--- src/rtl/pll_option_sequencer_pkg.sv ---
// Shared types and constants for the PLL clock-option sequencer: FSM encoding,
// default register address, read-data bit layout and the hotkey wrap helper.
package pll_option_sequencer_pkg;

    typedef enum logic [1:0] {
        StIdle    = 2'd0,
        StApply   = 2'd1,
        StHoldoff = 2'd2
    } state_e;

    localparam logic [7:0] DEFAULT_REG_ADDR = 8'hB0;
    localparam int unsigned OPT_W         = 3;
    localparam int unsigned DOUT_BUSY_BIT = 7;
    localparam int unsigned DOUT_PEND_BIT = 6;

    function automatic logic [OPT_W-1:0] next_option(input logic [OPT_W-1:0] base,
                                                     input logic [OPT_W-1:0] max_opt);
        return (base == max_opt) ? '0 : base + 1'b1;
    endfunction

endpackage

--- src/rtl/pll_option_sequencer_if.sv ---
// ZXUNO register-bus slice seen by the option sequencer: address, strobes,
// write data and the read-data/output-enable pair.
interface pll_option_sequencer_if;

    logic [7:0] zxuno_addr;
    logic       zxuno_regwr;
    logic       zxuno_regrd;
    logic [7:0] din;
    logic [7:0] dout;
    logic       oe;

    modport master (
        output zxuno_addr,
        output zxuno_regwr,
        output zxuno_regrd,
        output din,
        input  dout,
        input  oe
    );

    modport slave (
        input  zxuno_addr,
        input  zxuno_regwr,
        input  zxuno_regrd,
        input  din,
        output dout,
        output oe
    );

endinterface

--- src/rtl/pll_option_sequencer.sv ---
// Owns the PLL clock-option register: captures host writes and hotkey steps, and
// presents a new pll_option only with a muted hold-off long enough for relock.
module pll_option_sequencer
    import pll_option_sequencer_pkg::*;
#(
    parameter logic [7:0]       REG_ADDR       = DEFAULT_REG_ADDR,
    parameter logic [OPT_W-1:0] DEFAULT_OPTION = 3'd0,
    parameter logic [OPT_W-1:0] MAX_OPTION     = 3'd7,
    parameter int unsigned      HOLDOFF_CYCLES = 4096
) (
    input  logic                clk,
    input  logic                rst,
    pll_option_sequencer_if.slave bus,
    input  logic                hotkey_next,
    output logic [OPT_W-1:0]    pll_option,
    output logic                busy,
    output logic                mute
);

    localparam int unsigned      CNT_W    = $clog2(HOLDOFF_CYCLES);
    localparam logic [CNT_W-1:0] CNT_LOAD = CNT_W'(HOLDOFF_CYCLES - 1);

    state_e           state_q;
    logic [OPT_W-1:0] pending_q;
    logic             pend_valid_q;
    logic [CNT_W-1:0] counter_q;

    logic             write_hit;
    logic             req_valid;
    logic [OPT_W-1:0] req_option;
    logic [OPT_W-1:0] base;
    logic             unused_din;

    assign unused_din = ^bus.din[7:OPT_W];

    // A write hit, even an out-of-range one, always shadows a same-cycle hotkey.
    always_comb begin
        write_hit  = bus.zxuno_regwr && (bus.zxuno_addr == REG_ADDR);
        base       = pend_valid_q ? pending_q : pll_option;
        req_valid  = 1'b0;
        req_option = pending_q;
        if (write_hit) begin
            if (bus.din[OPT_W-1:0] <= MAX_OPTION) begin
                req_valid  = 1'b1;
                req_option = bus.din[OPT_W-1:0];
            end
        end else if (hotkey_next) begin
            req_valid  = 1'b1;
            req_option = next_option(base, MAX_OPTION);
        end
    end

    assign bus.oe = bus.zxuno_regrd && (bus.zxuno_addr == REG_ADDR);

    always_comb begin
        bus.dout = 8'h00;
        if (bus.oe) begin
            bus.dout[OPT_W-1:0]     = pll_option;
            bus.dout[DOUT_PEND_BIT] = pend_valid_q;
            bus.dout[DOUT_BUSY_BIT] = busy;
        end
    end

    always_ff @(posedge clk or posedge rst) begin
        if (rst) begin
            state_q      <= StIdle;
            pll_option   <= DEFAULT_OPTION;
            pending_q    <= DEFAULT_OPTION;
            pend_valid_q <= 1'b0;
            counter_q    <= '0;
            busy         <= 1'b0;
            mute         <= 1'b0;
        end else begin
            case (state_q)
                StIdle: begin
                    counter_q <= '0;
                    // Output register loads on entry so APPLY is already visible downstream.
                    if (pend_valid_q && (pending_q != pll_option)) begin
                        state_q    <= StApply;
                        pll_option <= pending_q;
                        busy       <= 1'b1;
                        mute       <= 1'b1;
                    end
                    pend_valid_q <= 1'b0;
                end
                StApply: begin
                    counter_q <= CNT_LOAD;
                    state_q   <= StHoldoff;
                end
                StHoldoff: begin
                    if (counter_q == '0) begin
                        state_q <= StIdle;
                        busy    <= 1'b0;
                        mute    <= 1'b0;
                    end else begin
                        counter_q <= counter_q - 1'b1;
                    end
                end
                default: begin
                    state_q   <= StIdle;
                    counter_q <= '0;
                    busy      <= 1'b0;
                    mute      <= 1'b0;
                end
            endcase
            // Placed last so a fresh request survives the IDLE clear (last-wins).
            if (req_valid) begin
                pending_q    <= req_option;
                pend_valid_q <= 1'b1;
            end
        end
    end

endmodule
--- src/flat_wrapper.sv ---
// flat-port wrapper written by rule: the top's interface ports become plain ports
module pll_option_sequencer_flat import pll_option_sequencer_pkg::*;
#(
    parameter logic [7:0]       REG_ADDR       = DEFAULT_REG_ADDR,
    parameter logic [OPT_W-1:0] DEFAULT_OPTION = 3'd0,
    parameter logic [OPT_W-1:0] MAX_OPTION     = 3'd7,
    parameter int unsigned      HOLDOFF_CYCLES = 4096
)
  (clk, rst, hotkey_next, pll_option, busy, mute, bus_zxuno_addr, bus_zxuno_regwr, bus_zxuno_regrd, bus_din, bus_dout, bus_oe);
  pll_option_sequencer_if bus_i ();
  input  logic clk;
  input  logic rst;
  input  logic hotkey_next;
  output logic [OPT_W-1:0] pll_option;
  output logic busy;
  output logic mute;
  input wire logic [$bits(bus_i.zxuno_addr)-1:0] bus_zxuno_addr;
  input wire logic [$bits(bus_i.zxuno_regwr)-1:0] bus_zxuno_regwr;
  input wire logic [$bits(bus_i.zxuno_regrd)-1:0] bus_zxuno_regrd;
  input wire logic [$bits(bus_i.din)-1:0] bus_din;
  output wire logic [$bits(bus_i.dout)-1:0] bus_dout;
  output wire logic [$bits(bus_i.oe)-1:0] bus_oe;
  assign bus_i.zxuno_addr = bus_zxuno_addr;
  assign bus_i.zxuno_regwr = bus_zxuno_regwr;
  assign bus_i.zxuno_regrd = bus_zxuno_regrd;
  assign bus_i.din = bus_din;
  assign bus_dout = bus_i.dout;
  assign bus_oe = bus_i.oe;
  pll_option_sequencer #(.REG_ADDR(REG_ADDR), .DEFAULT_OPTION(DEFAULT_OPTION), .MAX_OPTION(MAX_OPTION), .HOLDOFF_CYCLES(HOLDOFF_CYCLES)) u_core (.clk(clk), .rst(rst), .bus(bus_i), .hotkey_next(hotkey_next), .pll_option(pll_option), .busy(busy), .mute(mute));
endmodule
--- config.mk ---
export PLATFORM = sky130hd
export DESIGN_NAME = pll_option_sequencer_flat
export DESIGN_NICKNAME = d
export VERILOG_FILES = /design/src/rtl/pll_option_sequencer_pkg.sv /design/src/rtl/pll_option_sequencer_if.sv /design/src/rtl/pll_option_sequencer.sv /design/src/flat_wrapper.sv
export SDC_FILE = /design/constraint.sdc
export NUM_CORES = 1
export LEC_CHECK = 0
export ABC_CLOCK_PERIOD_IN_PS = 2500
export CORE_MARGIN = 1.5
export CORE_UTILIZATION = 41
export CTS_BUF_LIST = sky130_fd_sc_hd__clkbuf_8
export CTS_CLUSTER_SIZE = 10
export DETAILED_ROUTE_END_ITERATION = 8
export GPL_ROUTABILITY_DRIVEN = 0
export PLACE_DENSITY = 0.69
export SYNTH_ARGS = -nofsm -noshare
export SYNTH_HDL_FRONTEND = slang
export SYNTH_SLANG_ARGS = --single-unit
--- constraint.sdc ---
create_clock -name clk -period 2.5 [get_ports clk]
set_input_delay 0.25 -clock clk [delete_from_list [all_inputs] [get_ports clk]]
set_output_delay 0.25 -clock clk [all_outputs]
set_load 0.01 [all_outputs]
## Word-level counts from Yosys, hierarchy flattened

Cells that the tools add are included.

| word-level totals | value |
|---|---|
| input bits | 21 |
| register bits after elaboration | 22 |
| logic and storage cells | 50 |
| memories kept | 0 |
| latch bits | 0 |
| ROM bits | 0 |
| RAM bits | 0 |

| cells by class | value |
|---|---|
| reductions and logical operators | 11 |
| add/subtract/negate cells | 2 |
| muxes and demuxes | 20 |
| shift operators | 0 |
| equality and inequality tests | 9 |
| divide/modulo/power cells | 0 |
| multiply operators | 0 |
| order comparisons | 1 |
| bitwise gates (word level) | 1 |

Operators by type and width:

| kind | number |
|---|---|
| 12-bit case mux with 2 select lines | 1 |
| 3-bit two-way mux | 6 |
| 12-bit logical NOT | 1 |
| 12-bit two-way mux | 1 |
| 12-bit by 1-bit subtractor with 12-bit output (second input constant) | 1 |
| 8-bit equality test (second input constant) | 1 |
| 1-bit two-way mux | 7 |
| 2-bit two-way mux | 3 |
| 2-bit case mux with 3 select lines | 1 |
| 3-bit AND reduction | 2 |
| 2-bit by 1-bit != test with 1-bit output (second input constant) | 2 |
| 2-bit != test (second input constant) | 2 |
| 2-bit AND reduction | 2 |
| 2-bit nonzero test | 2 |
| 3-bit by 1-bit adder with 3-bit output (second input constant) | 1 |
| 3-bit equality test (second input constant) | 1 |
| 3-bit less-or-equal comparator (second input constant) | 1 |
| 1-bit logical AND | 3 |
| 3-bit != test | 1 |
| 1-bit case mux with 3 select lines | 1 |
| 2-bit by 1-bit equality test with 1-bit output (second input constant) | 1 |
| 2-bit equality test (second input constant) | 1 |
| 2-bit logical NOT | 1 |
| 1-bit NOT | 1 |

## Logic depth before layout (Yosys ltp)

Gate-level depths: netlist of run 1.

| logic depth | value |
|---|---|
| depth after elaboration | 5 |
| depth in mapped cells | 8 |
| gate-level depth less buffers | 6 |

## Worst setup path before layout of run 1

Ideal clock, no wire load.

| timing | value |
|---|---|
| kind | register to register |
| from | reg u_core.counter_q[0] |
| to | reg u_core.counter_q[1] |
| data required time | 2.380 ns |
| period minus slack after synthesis | 2.138 ns |
| data arrival time | 2.018 ns |
| path buffers | 1 |
| slack | 0.362 ns |
| library setup time | 0.120 ns |
| cell stages (with the launch flop) | 8 |
| cell sequence | dfrtp_1 -> inv_1 -> ha_1 -> or4b_1 -> buf_2 -> or4_4 -> or2_1 -> a31o_1 |

| on the way | value |
|---|---|
| cells in the longest elaborated chain, start to end | 3 |
| elaborated cells on any way between the ends | 5 |
| those cells by class | add/sub (1); eq/ne (1); mux (2); reduce/logical (1) |

RTL lines:

| element | RTL line | text |
|---|---|---|
| from (decl) | pll_option_sequencer.sv:26 | `logic [CNT_W-1:0] counter_q;` |
| from (signal assigned) | pll_option_sequencer.sv:96 | `counter_q <= counter_q - 1'b1;` |
| 12-bit by 1-bit subtractor with 12-bit output | pll_option_sequencer.sv:96 |  |
| 12-bit two-way mux | pll_option_sequencer.sv:91 | `if (counter_q == '0) begin` |
| 12-bit case mux with 2 select lines | pll_option_sequencer.sv:74 | `case (state_q)` |

Parallel ways exist; a longest one is shown, timed or not. The select of a mux whose other input is x is not followed.
A chain may end at the register's enable or synchronous reset.

## Worst setup path after layout of run 1

| timing | value |
|---|---|
| from | in bus_zxuno_addr[1] |
| to | out bus_dout[2] |

| on the way | value |
|---|---|
| cells in the longest elaborated chain, start to end | 3 |

RTL lines:

| element | RTL line | text |
|---|---|---|
| from (decl) | flat_wrapper.sv:17 | `input wire logic [$bits(bus_i.zxuno_addr)-1:0] bus_zxuno_addr;` |
| 8-bit equality test | pll_option_sequencer.sv:53 | `assign bus.oe = bus.zxuno_regrd && (bus.zxuno_addr == REG_ADDR);` |
| 1-bit logical AND | pll_option_sequencer.sv:53 |  |
| 3-bit two-way mux | pll_option_sequencer.sv:57 | `if (bus.oe) begin` |
| to (decl) | flat_wrapper.sv:21 | `output wire logic [$bits(bus_i.dout)-1:0] bus_dout;` |

Every way passes these cells.

==> results of run 1 <==
## stage by stage
step	cell area, um2	utilization (%)	hold slack [ns]	std cells	total power (uW)
after CTS	1702	54.84	0.4886	210	2066
after global placement	1647	53.06	0.5489	206	1750
after global routing	1704	54.92	0.5451	210	2233
final	1704	54.92	0.4462	210	2051
after detailed placement	1647	53.06	0.5576	206	1801
after floorplan	1374	-	0.2392	144	1505
## cell usage after synthesis (3+ instances only)
master,count,area share [%]
dfrtp_1,22,40
a21oi_1,12,4.4
mux2_2,10,8.2
inv_1,8,2.2
nor3_1,8,2.9
nand2_1,6,1.6
o21ai_0,6,2.2
and3_1,5,2.3
buf_4,5,2.7
ha_1,5,4.6
nand2b_1,5,2.3
nor2_1,5,1.4
xor2_1,5,3.2
clkbuf_1,4,1.1
o21a_1,4,2.2
xnor2_1,3,1.9
## path summary, 6_finish.rpt
kind / end / slack [ns] / cells past startpoint
setup / recovery: bus_dout[2] / 0.16 / 5
min in group clk: u_core.busy$_DFFE_PP0P_ / 0.58 / 1
setup reg to reg: u_core.counter_q[1]$_DFFE_PP0P_ / 0.28 / 6
max in group asynchronous: u_core.pll_option[0]$_DFFE_PP0P_ / 1.54 / 2
hold reg to reg: u_core.busy$_DFFE_PP0P_ / 0.58 / 1
hold / removal: u_core.counter_q[8]$_DFFE_PP0P_ / 0.45 / 2
## layout make-up
cell class / instances / area, um2
Inverter: 9 / 33.78
Fill cell: 297 / 1399
Sequential cell: 22 / 550.5
Multi-Input combinational cell: 103 / 734.5
Clock buffer: 4 / 55.05
Timing Repair Buffer: 28 / 275.3
Tap cell: 44 / 55.05
## sequential cells by signal (all words and copies together), names as in the netlist
register             count
u_core.counter_q        12
u_core.busy              1
u_core.state_q           2
u_core.pend_valid_q      1
u_core.pending_q         3
u_core.pll_option        3
## worst max-delay path: stages
cell and delay, ns:
clkdlybuf4s50_1 0.39, or4_1 0.54, nor2_2 0.20, and3_1 0.18
clkdlybuf4s50_1 0.54
## metal layers
| layer | routed length, um | up-vias | GRT usage [%] |
|---|---|---|---|
| met5 | 0 | - | 0 |
| met4 | 21 | 0 | 4.969 |
| met3 | 113 | 4 | 4.904 |
| met2 | 1394 | 26 | 28.26 |
| met1 | 1267 | 536 | 22.24 |
| li1 | - | 543 | - |
## cells by family (layout without fill, tap and decap cells)
| family | count (synthesis) | in the layout | synth area share, % |
|---|---|---|---|
| AO/OA/AOI/OAI | 31 | 31 | 14.29 |
| XOR/XNOR | 8 | 8 | 5.128 |
| adder cells (fa/ha/maj) | 5 | 5 | 4.579 |
| buffers and inverters | 19 | 41 | 6.684 |
| flip-flops | 22 | 22 | 40.29 |
| multiplexers | 12 | 12 | 9.707 |
| other | 1 | 3 | 0.2745 |
| AND/OR/NAND/NOR | 44 | 44 | 19.05 |
## report_power, final
part           internal, uW  switching, uW
clock                   140            115
combinational           578            563
sequential              501            153
==> impl_metrics.csv, run 1 <==
group,metric,value,unit
status,status,"finished clean",
timing,period_needed,2.340,ns
timing,hold_viol,0,
placed_design,place_ws,0.06932,ns
clock_network,htree_levels,1,
placed_design,port_buffers,26,
timing,worst_pin_slew,0.8303,ns
clock_network,cts_tree,"done",
synthesis,yosysWarnings,0,
finish,nets,193,
synthesis,synth_edf_count,0,
synthesis,ys.flop_type,"dfrtp_1",
setup_path,critical_path_required,2.25,ns
drt,vias_per_cell,5.281,
setup_path,worstReg2RegStart,"u_core.counter_q[0]$_DFFE_PP0P_",
clock_network,cts_inserted_buffers,3,
setup_path,critPathArrivalTime,2.09,ns
drt,dr.pass1.iters,4,
floorplan,die_y,60.73,um
clock_network,clock-sinks,22,
drt,drc,0,
worst_hold_path,hold_path.class,"input pin to asynchronous set/reset pin",
timing,slew_violations,0,
synthesis,ys_seq_elements,22,
floorplan,die_area,0.003688,mm2
synthesis,syn_area_per_cell,9.622,um2
floorplan,io_pins,35,
pwr,power_density,1204,mW/mm2
finish,layout_common_cells,"clkdlybuf4s50_1 (26), dfrtp_1 (22), a21oi_1 (12), mux2_2 (10)",
finish,diodes,0,
drt,drt_wl_total,2.796,mm
pwr,leakagePower,0.0007252,uW
clock_network,insertion_delay,0.26,ns
clock_network,postCtsSetupRepairBufs,0,
timing,fin_crit_sh,93.61,%
grt,grt_pass1_vias,1061,
floorplan,coreArea,0.003103,mm2
synthesis,syn_area,0.001366,mm2
drt,antenna_left,0,
floorplan,floorplan.initialDensity,44.03,%
synthesis,syn_inst,142,
finish,syn_to_final_growth,24.72,%
drt,wl_per_cell,13.31,um
synthesis,synth-seq-area-share,40.29,%
clock_network,cts_buffer_depth,2,
floorplan,std_cell_rows,20,
placed_design,hpwl,2.130,mm
setup_path,crit_start,"bus_zxuno_addr[1]",
timing,timing.fmax,427.3,MHz
clock_network,cts-root-buf,"clkbuf_8",
grt,grt_usage,17.23,%
flow_run,cap_violations,0,
setup_path,worstPathMaxFanout,7,
clock_network,holdBufCountCts,0,
synthesis,async_flop_share,100.0,%
finish,layout_commonest_cell,"clkdlybuf4s50_1",
floorplan,die_w,60.73,um
drt,dr_total_vias,1109,
pwr,ir_drop,0.0006126,V
drt,drtIter0Drc,62,
setup_path,cp-end-kind,"output port",
setup_path,worst-setup-path-type,"input pin to output port",
clock_network,cts_resized,0,
grt,grt_pass1_wl,4.678,mm
timing,tns,0,ns
finish,layout-drive-gt1-share,13.25,%
grt,grt_max_degree,23,
grt,grt_overflow_total,0,
timing,fin_worst_skew,0.003116,ns
timing,fin_ws,0.1599,ns
grt,antenna_found_initial,0,
setup_path,start_kind,"input pin",
timing,slew_headroom,44.58,%
synthesis,synth_cell_types,40,
timing,setup_viol,0,
clock_network,path_clk_slew,0.08,ns
timing,rsz0062_at_grt,"false",
Note: power is estimated with default switching activity, not from simulation.
==> run 2: changes to the inputs <==
CTS_BUF_LIST = default   (was sky130_fd_sc_hd__clkbuf_8)
==> impl_metrics.csv, run 2 (same netlist as run 1, synthesis figures left out) <==
group,metric,value,unit
flow_run,cap_violations,0,
pwr,ir_drop,0.0005475,V
pwr,leakagePower,0.0007175,uW
finish,layout_commonest_cell,"clkdlybuf4s50_1",
floorplan,io_pins,35,
pwr,switching_share,41.49,%
clock_network,postCtsSetupRepairBufs,0,
timing,timing.fmax,427.3,MHz
status,status,"finished clean",
finish,nFillCells,294,
finish,multi_input_area,734.5,um2
setup_path,ff2ff_path_depth,6,
floorplan,coreArea,0.003103,mm2
grt,grt_pass1_wl,4.726,mm
timing,slew_violations,0,
worst_hold_path,hold_path.class,"input pin to asynchronous set/reset pin",
floorplan,std_cell_rows,20,
drt,drtIter0Drc,74,
pwr,clkPwrFrac,10.1,%
timing,fin_crit_sh,93.60,%
pwr,switching_power,827.7,uW
setup_path,reg2reg_slack,0.28,ns
timing,tns,0,ns
setup_path,start_kind,"input pin",
timing,setup_viol,0,
timing,rsz0062_at_grt,"false",
pwr,total_power,1995,uW
pwr,power_density,1184,mW/mm2
floorplan,die_y,60.73,um
timing,slew_headroom,44.24,%
drt,drt_wl_total,2.797,mm
floorplan,die_area,0.003688,mm2
finish,diodes,0,
drt,dr.pass1.iters,4,
timing,fin_worst_skew,0.002754,ns
setup_path,max_stage_delay,0.54,ns
finish,final_core_util,54.31,%
setup_path,worstReg2RegStart,"u_core.counter_q[0]$_DFFE_PP0P_",
grt,grt_usage,17.28,%
timing,holdWs,0.3862,ns
setup_path,timing.rr.end,"u_core.counter_q[1]$_DFFE_PP0P_",
setup_path,critPathBufInv,2,
clock_network,cts-root-buf,"clkbuf_4",
finish,top_regs,"u_core.counter_q x12, u_core.pending_q x3, u_core.pll_option x3",
drt,vias_per_cell,5.238,
finish,layout-drive-gt1-share,13.25,%
drt,wl_per_cell,13.32,um
grt,grt_overflow_total,0,
setup_path,worstPathCellList,"clkdlybuf4s50_1 > or4_1 > nor2_2 > and3_1 > clkdlybuf4s50_1",
setup_path,worst-setup-path-type,"input pin to output port",
timing,period_needed,2.340,ns
setup_path,crit_family,"buffers and inverters",
drt,dr_total_vias,1100,
timing,worst_pin_slew,0.8354,ns
clock_network,htree_levels,1,
grt,grt_pass1_vias,1079,
placed_design,place_ws,0.06932,ns
clock_network,cts_tree,"done",
clock_network,cts_inserted_buffers,3,
pwr,power_frac_comb,57.2,%
pwr,sequentialPowerShare,32.7,%
drt,drc,0,
finish,largest-register,"u_core.counter_q",
grt,antenna_found_initial,0,
floorplan,floorplan.initialDensity,44.03,%
placed_design,hpwl,2.130,mm
finish,register_area,550.5,um2
setup_path,critical_path_required,2.25,ns
pwr,p_int,1168,uW
timing,fin_ws,0.1599,ns
floorplan,die_w,60.73,um
clock_network,clock-sinks,22,
drt,antenna_left,0,
clock_network,cts_buffer_depth,2,
setup_path,cp.depth,5,
clock_network,insertion_delay,0.31,ns
grt,grt_max_degree,23,
finish,layout_common_cells,"clkdlybuf4s50_1 (26), dfrtp_1 (22), a21oi_1 (12), mux2_2 (10)",
finish,nets,193,
timing,hold_viol,0,
setup_path,crit_top_cell,"clkdlybuf4s50_1",
finish,syn_to_final_growth,23.35,%
setup_path,cp_slowest_cell,"or4_1",
clock_network,path_clk_slew,0.12,ns
setup_path,cp-end-kind,"output port",
finish,largest_reg_flops,12,
setup_path,critPathArrivalTime,2.09,ns
clock_network,holdBufCountCts,0,
placed_design,port_buffers,26,
setup_path,worstPathMaxFanout,7,
run 2: cell counts in the layout (fill, tap and decap cells not counted):
Identical to the previous run, type by type.
run 2: worst max path at each step:
stage                                          from                              end  slack, ns
finish                            bus_zxuno_addr[1]                      bus_dout[2]       0.16
global route                      bus_zxuno_addr[1]                      bus_dout[2]       0.06
CTS                               bus_zxuno_addr[1]                      bus_dout[2]       0.07
detailed placement                bus_zxuno_addr[1]                      bus_dout[2]       0.07
global placement                  bus_zxuno_addr[1]                      bus_dout[1]       0.11
floorplan           u_core.counter_q[0]$_DFFE_PP0P_  u_core.counter_q[1]$_DFFE_PP0P_       0.36
run 2: power groups by stage:
stage / Clock (uW) / Combinational (uW) / Sequential (uW)
floorplan: 0 / 881 / 624
global placement: 0 / 1100 / 650
detailed placement: 0 / 1140 / 658
CTS: 209 / 1150 / 652
global route: 218 / 1280 / 680
finish: 201 / 1140 / 653
run 2: layout make-up:
cell class,count,area share [%]
multi-input cells,103,43.58
flip-flops and latches,22,32.67
repair buffers,28,16.33
well taps,44,3.267
clock buffers,4,2.153
inverters,9,2.004
run 2: worst register-to-register path: cells and delay by family (launching register included):
kind                     cells  cell delay, ns
buffers and inverters        1            0.10
adder cells (fa/ha/maj)      1            0.20
AO/OA/AOI/OAI                1            0.21
AND/OR/NAND/NOR              3            1.21
flip-flops                   1            0.40
run 2: per-layer routing:
layer | routed length (um) | vias up | global-route usage (%)
li1 | - | 542 | -
met1 | 1290 | 537 | 22.37
met2 | 1390 | 19 | 29.03
met3 | 102 | 2 | 4.904
met4 | 13 | 0 | 3.416
met5 | 0 | - | 0
run 2: repair_timing:
action / 4_1_cts / 5_1_grt
resized for setup: 0 / 1
endpoints found under the setup margin: 0 / 6
endpoints found under the hold margin: 0 / 0
run 2: metrics by stage:
step	std cells	area [um2]
final	210	1685
after global routing	210	1685
after CTS	210	1683
after detailed placement	206	1647
after global placement	206	1647
after floorplan	144	1374
==> run 3: changes to the inputs <==
CTS_CLUSTER_SIZE = default   (was 10)
==> results of run 3 <==
The final DEF is identical to that of run 2; final timing and power are the same.
